## config.mk

```make
export PLATFORM = sky130hd
export DESIGN_NAME = alu_issue_stage
export DESIGN_NICKNAME = d
export VERILOG_FILES = /design/src/rtl/alu_pkg.sv /design/src/rtl/alu_cmd_fifo.sv /design/src/rtl/alu_issue_stage.sv
export SDC_FILE = /design/constraint.sdc
export NUM_CORES = 1
export LEC_CHECK = 0
export CAP_MARGIN = 20
export CORE_MARGIN = 2
export CORE_UTILIZATION = 47
export CTS_CLUSTER_DIAMETER = 80
export DETAILED_ROUTE_END_ITERATION = 8
export PLACE_DENSITY_LB_ADDON = 0.12
export SETUP_SLACK_MARGIN = 0.4
export SYNTH_ARGS = -nofsm -noshare
export SYNTH_HDL_FRONTEND = slang
export SYNTH_SLANG_ARGS = --single-unit
```

## constraint.sdc

```tcl
create_clock -name clk -period 1.79 [get_ports clk]
set_input_delay 0.4475 -clock clk [delete_from_list [all_inputs] [get_ports clk]]
set_output_delay 0.4475 -clock clk [all_outputs]
set_load 0.005 [all_outputs]
```

## src/rtl/alu_pkg.sv

```systemverilog
// Shared definitions for the ALU issue stage: opcodes, widths, command layout
// and the issue FSM state type.
package alu_pkg;

  localparam logic [2:0] OP_ADD = 3'b000;
  localparam logic [2:0] OP_SUB = 3'b001;
  localparam logic [2:0] OP_AND = 3'b010;
  localparam logic [2:0] OP_OR  = 3'b011;
  localparam logic [2:0] OP_XOR = 3'b100;
  localparam logic [2:0] OP_NOT = 3'b101;
  localparam logic [2:0] OP_SHL = 3'b110;
  localparam logic [2:0] OP_SHR = 3'b111;

  localparam int OPND_W = 4;
  localparam int RES_W  = 5;
  localparam int SEL_W  = 3;
  localparam int CMD_W  = 2 * OPND_W + SEL_W;

  // Command word layout, LSB first: sel, then b, then a.
  localparam int CMD_SEL_LSB = 0;
  localparam int CMD_B_LSB   = CMD_SEL_LSB + SEL_W;
  localparam int CMD_A_LSB   = CMD_B_LSB + OPND_W;

  typedef struct packed {
    logic [OPND_W-1:0] a;
    logic [OPND_W-1:0] b;
    logic [SEL_W-1:0]  sel;
  } alu_cmd_t;

  typedef enum logic [1:0] {
    ST_IDLE,
    ST_ISSUE,
    ST_HOLD
  } issue_state_t;

  // Only add and subtract produce a meaningful carry/borrow in bit 4.
  function automatic logic has_carry_out(input logic [SEL_W-1:0] sel);
    return (sel == OP_ADD) || (sel == OP_SUB);
  endfunction

endpackage

```

## src/rtl/alu_cmd_fifo.sv

```systemverilog
// Synchronous command FIFO with occupancy count; head entry is read
// combinationally so the issue stage can present it without a bubble.
module alu_cmd_fifo
  import alu_pkg::*;
#(
  parameter int DEPTH = 4,
  parameter int W     = CMD_W
) (
  input  logic                     clk,
  input  logic                     rst_n,
  input  logic                     push,
  input  logic [W-1:0]             wdata,
  input  logic                     pop,
  output logic [W-1:0]             rdata,
  output logic [$clog2(DEPTH):0]   count,
  output logic                     full,
  output logic                     empty
);

  localparam int AW = $clog2(DEPTH);

  logic [W-1:0]  mem [DEPTH];
  logic [AW-1:0] wptr;
  logic [AW-1:0] rptr;

  assign rdata = mem[rptr];
  assign full  = (count == (AW + 1)'(DEPTH));
  assign empty = (count == '0);

  // NOTE: storage has no reset; the pointers and count define which entries are live.
  always_ff @(posedge clk) begin
    if (push) mem[wptr] <= wdata;
  end

  // Pointers are AW bits wide, so they wrap modulo DEPTH for a power-of-two DEPTH.
  always_ff @(posedge clk or negedge rst_n) begin
    if (!rst_n) begin
      wptr  <= '0;
      rptr  <= '0;
      count <= '0;
    end else begin
      if (push) wptr <= wptr + AW'(1);
      if (pop)  rptr <= rptr + AW'(1);
      if (push && !pop)      count <= count + (AW + 1)'(1);
      else if (pop && !push) count <= count - (AW + 1)'(1);
    end
  end

endmodule

```

## src/rtl/alu_issue_stage.sv

```systemverilog
// Issue stage feeding the combinational 4-bit ALU: buffers commands, drives the
// head onto the ALU, captures its result. Optional flags: ALU_ISSUE_FLAGS_EN.
module alu_issue_stage
  import alu_pkg::*;
#(
  parameter int DEPTH = 4
) (
  input  logic                   clk,
  input  logic                   rst_n,
  input  logic                   in_valid,
  output logic                   in_ready,
  input  logic [3:0]             in_a,
  input  logic [3:0]             in_b,
  input  logic [2:0]             in_sel,
  output logic [3:0]             alu_a,
  output logic [3:0]             alu_b,
  output logic [2:0]             alu_sel,
  input  logic [4:0]             alu_y,
  output logic                   out_valid,
  input  logic                   out_ready,
  output logic [4:0]             out_y,
  output logic [2:0]             out_sel,
  output logic [$clog2(DEPTH):0] count
`ifdef ALU_ISSUE_FLAGS_EN
  ,
  output logic                   out_zero,
  output logic                   out_carry
`endif
);

  localparam int CW = CMD_W;

  logic [CW-1:0] cmd_in;
  logic [CW-1:0] fifo_rdata;
  logic          fifo_full;
  logic          fifo_empty;
  logic          push;
  logic          pop;
  logic          has_work;
  alu_cmd_t      head;
  issue_state_t  state;

  assign cmd_in[CMD_A_LSB   +: OPND_W] = in_a;
  assign cmd_in[CMD_B_LSB   +: OPND_W] = in_b;
  assign cmd_in[CMD_SEL_LSB +: SEL_W]  = in_sel;

  // in_ready depends only on occupancy: a pop in the same cycle never frees a full FIFO.
  assign in_ready = !fifo_full;
  assign push     = in_valid && in_ready;
  assign pop      = (state == ST_ISSUE);

  // Work is pending if anything is buffered or arrives on this edge.
  assign has_work = (count != '0) || push;

  alu_cmd_fifo #(
    .DEPTH (DEPTH),
    .W     (CW)
  ) u_fifo (
    .clk   (clk),
    .rst_n (rst_n),
    .push  (push),
    .wdata (cmd_in),
    .pop   (pop),
    .rdata (fifo_rdata),
    .count (count),
    .full  (fifo_full),
    .empty (fifo_empty)
  );

  assign head    = fifo_empty ? '0 : alu_cmd_t'(fifo_rdata);
  assign alu_a   = head.a;
  assign alu_b   = head.b;
  assign alu_sel = head.sel;

  always_ff @(posedge clk or negedge rst_n) begin
    if (!rst_n) begin
      state     <= ST_IDLE;
      out_valid <= 1'b0;
      out_y     <= '0;
      out_sel   <= '0;
`ifdef ALU_ISSUE_FLAGS_EN
      out_zero  <= 1'b0;
      out_carry <= 1'b0;
`endif
    end else begin
      unique case (state)
        ST_IDLE: begin
          if (has_work) state <= ST_ISSUE;
        end
        ST_ISSUE: begin
          out_y     <= alu_y;
          out_sel   <= head.sel;
          out_valid <= 1'b1;
`ifdef ALU_ISSUE_FLAGS_EN
          out_zero  <= (alu_y == '0);
          out_carry <= has_carry_out(head.sel) && alu_y[4];
`endif
          state     <= ST_HOLD;
        end
        ST_HOLD: begin
          if (out_ready) begin
            out_valid <= 1'b0;
            state     <= has_work ? ST_ISSUE : ST_IDLE;
          end
        end
        default: state <= ST_IDLE;
      endcase
    end
  end

endmodule

```

### Yosys cells after proc, flatten, opt, wreduce, memory -nomap -nowiden

Memory sizes are Yosys's and may differ from the RTL's.
Cells that the tools add are included.

| storage, ports and cells | value |
|---|---|
| word-level logic and storage cells | 42 |
| memories kept | 1 |
| bits in registers | 18 |
| output and inout port bits | 24 |
| RAM bits | 44 |

Memory list:

| name | words | bits a word | read ports | clocked after Yosys merged registers in | write ports | RTL line | text |
|---|---|---|---|---|---|---|---|
| u_fifo.mem | 4 | 11 | 1 | 0 | 1 | alu_cmd_fifo.sv:22 | `logic [W-1:0] mem [DEPTH];` |

| cells by class | value |
|---|---|
| reductions and logical operators | 14 |
| $add $sub $neg | 4 |
| muxes and demuxes | 11 |
| equality and inequality tests | 5 |

Operator list:

| kind | number |
|---|---|
| 11-bit two-way mux | 1 |
| 3-bit two-way mux | 2 |
| 2-bit case mux with 3 select lines | 1 |
| 2-bit by 1-bit adder with 2-bit output, second input constant | 2 |
| 1-bit two-way mux | 4 |
| 2-bit two-way mux | 2 |
| 2-bit inequality test, second input constant | 2 |
| 2-bit AND reduction | 2 |
| 2-bit nonzero test | 2 |
| 3-bit by 1-bit adder with 3-bit output, second input constant | 1 |
| 3-bit equality test, second input constant | 1 |
| 1-bit logical AND | 3 |
| 1-bit logical NOT | 3 |
| 3-bit logical NOT | 1 |
| 3-bit nonzero test | 1 |
| 3-bit by 1-bit subtractor with 3-bit output, second input constant | 1 |
| 2-bit by 1-bit equality test with 1-bit output, second input constant | 1 |
| 2-bit equality test, second input constant | 1 |
| 2-bit logical NOT | 1 |
| 1-bit case mux with 2 select lines | 1 |
| 1-bit logical OR | 1 |

### Depth between registers and ports, before layout

Gate-level depths: netlist (run 1).

| logic depth | value |
|---|---|
| depth in word-level cells | 7 |
| gate-level depth with buffers | 8 |
| gate-level depth less buffers | 8 |

### Cells and area by module

Synthesis (run 1) repeated with hierarchy kept, for this count alone.

| unflattened totals | value |
|---|---|
| cell total of the unflattened synthesis | 134 |
| area total of the unflattened synthesis | 2,546.2 sq um |

Modules (own cells, without submodules):

| module | cells each | area each (sq um) | instances | sequential area each (sq um) |
|---|---|---|---|---|
| alu_cmd_fifo | 91 | 1,986.9 | 1 | 1,496.4 |
| alu_issue_stage | 43 | 559.3 | 1 | 275.3 |

### Least setup slack after synthesis (run 1)

OpenSTA, ideal clock, no wires.

| timing | value |
|---|---|
| kind | register to register |
| start point | register u_fifo.count[0] |
| end point | register u_fifo.count[2] |
| arrival | 1.813 ns |
| cell stages (with the launch flop) | 9 |
| period minus slack after synthesis | 1.893 ns |
| library setup time | 0.079 ns |
| slack | -0.103 ns |
| required time | 1.711 ns |
| path through | dfrtp_1 nor2_1 a21boi_2 ha_1 inv_1 fa_1 xor2_1 nor2_1 xor2_1 |

| between the ends | value |
|---|---|
| longest elaborated chain between the ends | 6 |
| elaborated cells on any way between the ends | 11 |
| classes of those cells | add/sub (2); eq/ne (1); mux (2); reduce/logical (6) |

Ends and longest elaborated chain:

| what | RTL line | text |
|---|---|---|
| start, declared | alu_cmd_fifo.sv:15 | `output logic [$clog2(DEPTH):0] count,` |
| start signal, assigned | alu_cmd_fifo.sv:44 | `if (push && !pop) count <= count + (AW + 1)'(1);` |
| start signal, assigned | alu_cmd_fifo.sv:45 | `else if (pop && !push) count <= count - (AW + 1)'(1);` |
| 3-bit equality test * | alu_cmd_fifo.sv:27 | `assign full = (count == (AW + 1)'(DEPTH));` |
| 1-bit logical NOT * | alu_issue_stage.sv:48 | `assign in_ready = !fifo_full;` |
| 1-bit logical AND * | alu_issue_stage.sv:49 | `assign push = in_valid && in_ready;` |
| via push | alu_issue_stage.sv:37 | `logic push;` |
| 1-bit logical NOT | alu_cmd_fifo.sv:45 |  |
| 1-bit logical AND | alu_cmd_fifo.sv:45 |  |
| 2-bit nonzero test (no source line) | -- |  |

Mark *: on every way through the listed nets, which the timed path passes. The rest lies on a longest branch. The select of a mux whose other input is x is not followed.
A chain may end at the register's enable or synchronous reset.

### Worst setup path after layout (run 1)

| timing | value |
|---|---|
| start point | register u_fifo.rptr[0] |
| end point | output port alu_a[0] |

| between the ends | value |
|---|---|
| longest elaborated chain between the ends | 2 |

Ends and longest elaborated chain:

| what | RTL line | text |
|---|---|---|
| start, declared | alu_cmd_fifo.sv:24 | `logic [AW-1:0] rptr;` |
| start signal, assigned | alu_cmd_fifo.sv:43 | `if (pop) rptr <= rptr + AW'(1);` |
| memory read 4 x 11 bit | -- |  |
| 11-bit two-way mux | alu_issue_stage.sv:70 | `assign head = fifo_empty ? '0 : alu_cmd_t'(fifo_rdata);` |
| end, declared | alu_issue_stage.sv:15 | `output logic [3:0] alu_a,` |

No other way between the ends.

==> results of run 1 <==
path summary, 6_finish.rpt:
| check | slack (ns) | from | endpoint |
|---|---|---|---|
| worst max-delay path | -0.42 | u_fifo.rptr[0] | alu_a[0] |
| worst min-delay path | 0.45 | rst_n | out_valid |
| worst max register to register | -0.07 | u_fifo.count[1] | u_fifo.count[1] |
| worst min register to register | 0.51 | out_y[3] | out_y[3] |
| max in group asynchronous | 1.12 | rst_n | u_fifo.count[1] |
| min in group clk | 0.51 | out_y[3] | out_y[3] |
placed cells by master, fill, tap and decap left out, drive strengths merged:
master | synthesis | final
nand2b | 2 | 2
nor3b | 1 | 1
xnor2 | 3 | 3
fa | 1 | 1
a21boi | 1 | 1
nor3 | 1 | 1
edfxtp | 44 | 44
nand2 | 2 | 2
a21oi | 2 | 2
o21ai | 1 | 1
clkbuf | 0 | 17
clkdlybuf4s15 | 0 | 3
nor2 | 4 | 4
mux4 | 11 | 11
dlygate4sd2 | 0 | 1
nor2b | 11 | 11
ha | 5 | 5
buf | 4 | 66
dfrtp | 18 | 18
clkinv | 0 | 3
clkdlybuf4s50 | 0 | 18
bufinv | 0 | 2
xor2 | 3 | 3
a22o | 3 | 3
mux2 | 7 | 7
nor4 | 1 | 1
inv | 5 | 5
and2 | 4 | 4
flip-flops by register name (all words and copies together) (netlist names):
signal	cells
state	2
out_y	5
u_fifo.rptr	2
u_fifo.wptr	2
u_fifo.count	3
out_sel	3
out_valid	1
u_fifo.mem	44
what timing repair did:
action	4_1_cts	5_1_grt
setup endpoints to repair	72	73
cloned	3	0
resized for setup	112	17
buffers inserted	20	7
hold buffers	0	0
pin swaps	9	1
cells by family after synthesis:
kind of cell	count (synthesis)	share of synthesized area, %
DFF	62	70.2
adders and majority gates	6	3.27
xor gates and xnor gates	6	2.08
AOI/OAI and AO/OA	7	2.08
buffers and inverters	9	1.78
muxes	18	13.4
and+or+nand+nor	26	7.23
critical path: stages, from the launching register on:
cell and delay, ns:
dfrtp_2 0.41, buf_6 0.14, buf_6 0.09, mux4_2 0.51
nor2b_4 0.15, buf_2 0.13
per-stage QoR:
step | hold slack [ns] | instance area, sq um
after detailed placement | 0.502 | 3290
final | 0.449 | 3850
after floorplan | 0.152 | 2580
after global placement | 0.483 | 3290
after CTS | 0.440 | 3770
after global routing | 0.467 | 3850
layout make-up:
class	instances	area (sq um)
clock buffers	11	131
clock inverters	5	73.8
fillers	337	1290
inverters	5	18.8
multi-input cells	63	818
flip-flops and latches	62	1780
well taps	70	87.6
repair buffers	94	941
routing by layer:
metal / up-vias / global-route usage [%] / part of all wire (%)
met2: 38 / 33.1 / 53
met1: 787 / 25.1 / 41
met5: - / 0 / 0
met4: 0 / 8.39 / 2.5
met3: 12 / 4.82 / 3.4
li1: 713 / - / -
power by group:
part           switching [mW]  internal (mW)
logic                    1.33           2.24
registers               0.234           1.99
clock network           0.512          0.775
total                    2.08           5.01
==> impl_metrics.py, run 1 <==
metrics = {
    "power_and_ir_drop": {
        "ir_drop_mv": 1.23,
        "power_mw": 7.09,
        "p_leak_nw": 1.58,
        "power_density_mw_per_mm2": 1840,
    },
    "clock_network": {
        "cts_max_path_buffers": 2,
        "clock_latency_ns": 0.33,
        "path_clk_slew_ns": 0.07,
        "root_buffer": "clkbuf_8",
        "tritoncts": "built",
        "cts_made_buffers": 9,
        "htree_num_levels": 3,
        "cts.sinks": 62,
    },
    "critical_path": {
        "crit_required_ns": 1.34,
        "path_max_fanout": 4,
        "endpoint_kind": "primary output",
        "rr_worst_depth": 7,
        "cp.arrival_ns": 1.76,
        "start_kind": "flop",
        "critPathKind": "reg -> out",
    },
    "yosys": {
        "syn_area_sq_mm": 0.00252,
        "syn_avg_cell_area_sq_um": 18.8,
        "yosys_warnings": 0,
        "synth_nets": 160,
        "yosys-top-cells-area": "edfxtp_1 (52%), dfrtp_1 (18%), mux4_2 (7.1%)",
        "synthMostInstantiatedCell": "edfxtp_1",
        "synth_commonest_cells": "edfxtp_1 (44), dfrtp_1 (18), mux4_2 (8)",
        "synth.distinct_cells": 25,
        "postSynthRegisterBits": 62,
        "synth_top_area_cell": "edfxtp_1",
        "synth_edf_count": 44,
        "async_flop_share_pct": 29.0,
        "synth-seq-area-share_pct": 70.2,
        "synth_top_area_share_pct": 52.3,
        "synthFlopType": "edfxtp_1",
        "syn-instance-count": 134,
    },
    "finish": {
        "area_growth_pct": 52.3,
        "nets": 261,
        "finish.utilization_pct": 74.8,
        "antennaDiodeCount": 0,
        "final_cells": 310,
        "drive_above_1_share_pct": 53.8,
    },
    "timing": {
        "drv_slew": 0,
        "relSlewSlack_pct": 79.2,
        "layout_setup_ws_ns": -0.422,
        "rsz0062_at_grt": "yes",
        "finalHoldViolCount": 0,
        "fin_crit_sh_pct": 124,
        "worst_pin_slew_ns": 0.310,
        "setup_violations": 12,
        "fin_crit_ns": 2.21,
        "fmax_ghz": 0.452,
        "finalSetupTns_ns": -3.85,
        "fin_skew_ns": 0.00533,
    },
    "placed_design": {
        "gp_congestion": 0.695,
        "placed_cells": 264,
        "port_buffers": 43,
        "dp.final_hpwl_mm": 3.38,
        "dp_worst_setup_slack_ns": -0.428,
    },
    "die": {
        "start_util_pct": 49.1,
        "ios": 44,
        "die_area_sq_mm": 0.00597,
        "dieHeight_um": 77.3,
        "std_cell_rows": 26,
        "die-width_um": 77.3,
        "core_sq_mm": 0.00514,
    },
    "global_routing": {
        "antenna_found_initial": 0,
        "grt_overflow": 0,
        "grt_usage_pct": 19.9,
        "grt_max_degree": 19,
        "grt_pass1_wl_mm": 8.77,
        "first_global_vias": 1724,
    },
    "route": {
        "dr.pass1.iters": 4,
        "drc": 0,
        "avgRoutedWirePerCell_um": 17.9,
        "avgViaCountPerCell": 5.00,
        "drt_iter0_markers": 81,
        "drt_wl_total_mm": 5.54,
        "route.vias.total": 1550,
        "antenna_left": 0,
    },
    "job": {
        "drv_cap": 0,
    },
    "run_status": {
        "violations": "setup timing",
        "outcome": "finished with violations",
    },
    "worst_hold_path": {
        "hp-class": "in -> async",
    },
}
No activity file was read; power rests on OpenSTA's default activity.
==> run 2, diff against run 1 <==
- CELL_PAD_IN_SITES_DETAIL_PLACEMENT: default -> 1
- CELL_PAD_IN_SITES_GLOBAL_PLACEMENT: default -> 1
- CORE_MARGIN: 2 -> default
- CORE_UTILIZATION: 47 -> 40
==> run 2 against run 1 <==
Against the previous run: die area increased by 11%; sequential share of layout area shrank 1.1 points; maximum frequency down 2.2%; register-to-register slack worse by 0.08 ns; largest power group unchanged; global-route usage grew 2.0 points; the flow still finishes with violations (setup timing); critical path depth unchanged.
==> impl_metrics.py, run 2 (synthesis results as in run 1) <==
metrics = {
    "critical_path": {
        "rr_worst_depth": 8,
        "crit_slowest_cell": "mux4_2",
        "reg2reg_slack_ns": -0.15,
        "worstPathCellList": "buf_6 > buf_6 > mux4_2 > nor2b_4 > buf_2",
        "start_kind": "flop",
        "crit_required_ns": 1.34,
        "startpoint": "u_fifo.rptr[0]",
        "cp.arrival_ns": 1.81,
        "r2r-start": "u_fifo.count[0]",
        "critPathKind": "reg -> out",
        "crit_path_end": "alu_sel[1]",
        "endpoint_kind": "primary output",
        "regToRegEndpoint": "u_fifo.count[1]",
        "cpMostUsedCell": "buf_6",
        "slowest_delay_ns": 0.53,
        "path_max_fanout": 3,
    },
    "global_routing": {
        "grt_usage_pct": 22.0,
        "top_usage_layer": "met2",
        "grtUsageMet1_pct": 27.2,
        "first_global_vias": 1745,
        "grt_overflow": 0,
        "gr-usage-met3_pct": 6.56,
        "grt_pass1_wl_mm": 9.71,
        "antenna_found_initial": 0,
        "grtUsageMet2_pct": 35.8,
        "grt_max_degree": 19,
    },
    "power_and_ir_drop": {
        "p_leak_nw": 1.60,
        "power_density_mw_per_mm2": 1890,
        "ir_drop_mv": 0.944,
        "power_mw": 7.43,
    },
    "clock_network": {
        "htree_num_levels": 3,
        "path_clk_slew_ns": 0.07,
        "cts_max_path_buffers": 2,
        "tritoncts": "built",
        "cts.sinks": 62,
        "root_buffer": "clkbuf_8",
        "clock_latency_ns": 0.35,
        "cts.hold.buffers_added": 0,
        "cts_made_buffers": 9,
    },
    "finish": {
        "area_growth_pct": 56.1,
        "drive_above_1_share_pct": 56.8,
        "antennaDiodeCount": 0,
        "largest_reg_flops": 44,
        "nets": 265,
        "finish.utilization_pct": 65.8,
        "largest_register": "u_fifo.mem",
        "finalInstanceArea_sq_mm": 0.00394,
        "final_cell_mix": "edfxtp_1 (44), buf_6 (29), clkdlybuf4s50_1 (18), buf_2 (18), buf_4 (17)",
        "reg_top3": "u_fifo.mem x44, out_y x5",
        "fill_cells": 520,
        "mostFrequentLayoutCell": "edfxtp_1",
    },
    "route": {
        "route.vias.total": 1586,
        "antenna_left": 0,
        "drc": 0,
        "avgRoutedWirePerCell_um": 23.1,
        "dr.pass1.iters": 4,
        "avgViaCountPerCell": 4.99,
        "drt_iter0_markers": 95,
        "drt_wl_total_mm": 7.35,
    },
    "die": {
        "dieHeight_um": 81.5,
        "core_sq_mm": 0.00599,
        "die_area_sq_mm": 0.00663,
        "std_cell_rows": 28,
        "die-width_um": 81.5,
        "start_util_pct": 42.1,
        "ios": 44,
    },
    "placed_design": {
        "postPlaceCellArea_sq_mm": 0.00332,
        "gp_congestion": 0.717,
        "port_buffers": 43,
        "dp.final_hpwl_mm": 3.52,
    },
    "timing": {
        "fin_crit_sh_pct": 126,
        "finalHoldViolCount": 0,
        "fmax_ghz": 0.442,
        "fin_crit_ns": 2.26,
        "rsz0062_at_grt": "yes",
        "fin_skew_ns": 0.00715,
        "worst_pin_slew_ns": 0.250,
        "setup_violations": 60,
        "relSlewSlack_pct": 83.2,
        "layout_setup_ws_ns": -0.472,
        "drv_slew": 0,
    },
    "job": {
        "drv_cap": 0,
    },
    "worst_hold_path": {
        "hp-class": "in -> async",
    },
    "run_status": {
        "outcome": "finished with violations",
        "violations": "setup timing",
    },
}
[run 2: cell types whose count changed in the layout (fill, tap and decap cells not counted), sizes merged]
cell           previous run  this run
buf                      66        77
clkdlybuf4s15             3         1
bufinv                    2         1
clkinv                    3         4
clkinvlp                  0         1
clkbuf                   17        10
[run 2: what timing repair did]
action	4_1_cts	5_1_grt
endpoints found under the setup margin	75	72
endpoints found under the hold margin	0	0
pin swaps	8	5
gates resized for setup	129	17
buffers inserted	20	10
gates cloned	4	0
[run 2: worst min-delay path by stage]
stage                     startpoint  slack [ns]        endpoint
after global routing           rst_n        0.45  u_fifo.rptr[0]
after floorplan                rst_n        0.15      out_sel[0]
after global placement      state[1]        0.48       out_valid
final                          rst_n        0.44  u_fifo.rptr[0]
after detailed placement  out_sel[1]        0.50      out_sel[1]
after CTS                      rst_n        0.45  u_fifo.rptr[1]
[run 2: worst max-delay path, delay by kind of cell, from the launching register on]
| family | cells | cell delay [ns] |
|---|---|---|
| muxes | 1 | 0.53 |
| DFF | 1 | 0.44 |
| buffers and inverters | 3 | 0.34 |
| and+or+nand+nor | 1 | 0.15 |
[run 2: routing by layer]
metal	part of all wire (%)	up-vias
met5	0	-
met4	1.8	0
met3	3.7	13
met2	53	48
met1	42	815
li1	-	710
[run 2: area by class of cell]
type | instances | area [sq um] | share of cell area, %
flip-flops and latches | 62 | 1780 | 45.1
repair buffers | 98 | 1030 | 26.2
multi-input cells | 63 | 841 | 21.3
clock buffers | 9 | 124 | 3.14
well taps | 75 | 93.8 | 2.38
clock inverters | 6 | 53.8 | 1.37
inverters | 5 | 18.8 | 0.476
[run 2: power breakdown]
| group | total (mW) | leakage (nW) | switching (mW) | internal, mW |
|---|---|---|---|---|
| registers | 2.24 | 0.612 | 0.247 | 1.99 |
| clock network | 1.19 | 0.0876 | 0.570 | 0.618 |
| logic | 4.01 | 0.899 | 1.60 | 2.41 |
| total | 7.43 | 1.60 | 2.41 | 5.02 |
[run 2: through the flow]
step	cells	hold slack, ns	TNS (ns)	setup slack (ns)
floorplan	134	0.152	0	0.0133
global placement	269	0.483	-6.75	-0.334
detailed placement	269	0.496	-8.46	-0.388
CTS	308	0.445	-4.50	-0.432
global route	318	0.450	-10.28	-0.517
finish	318	0.440	-8.84	-0.472
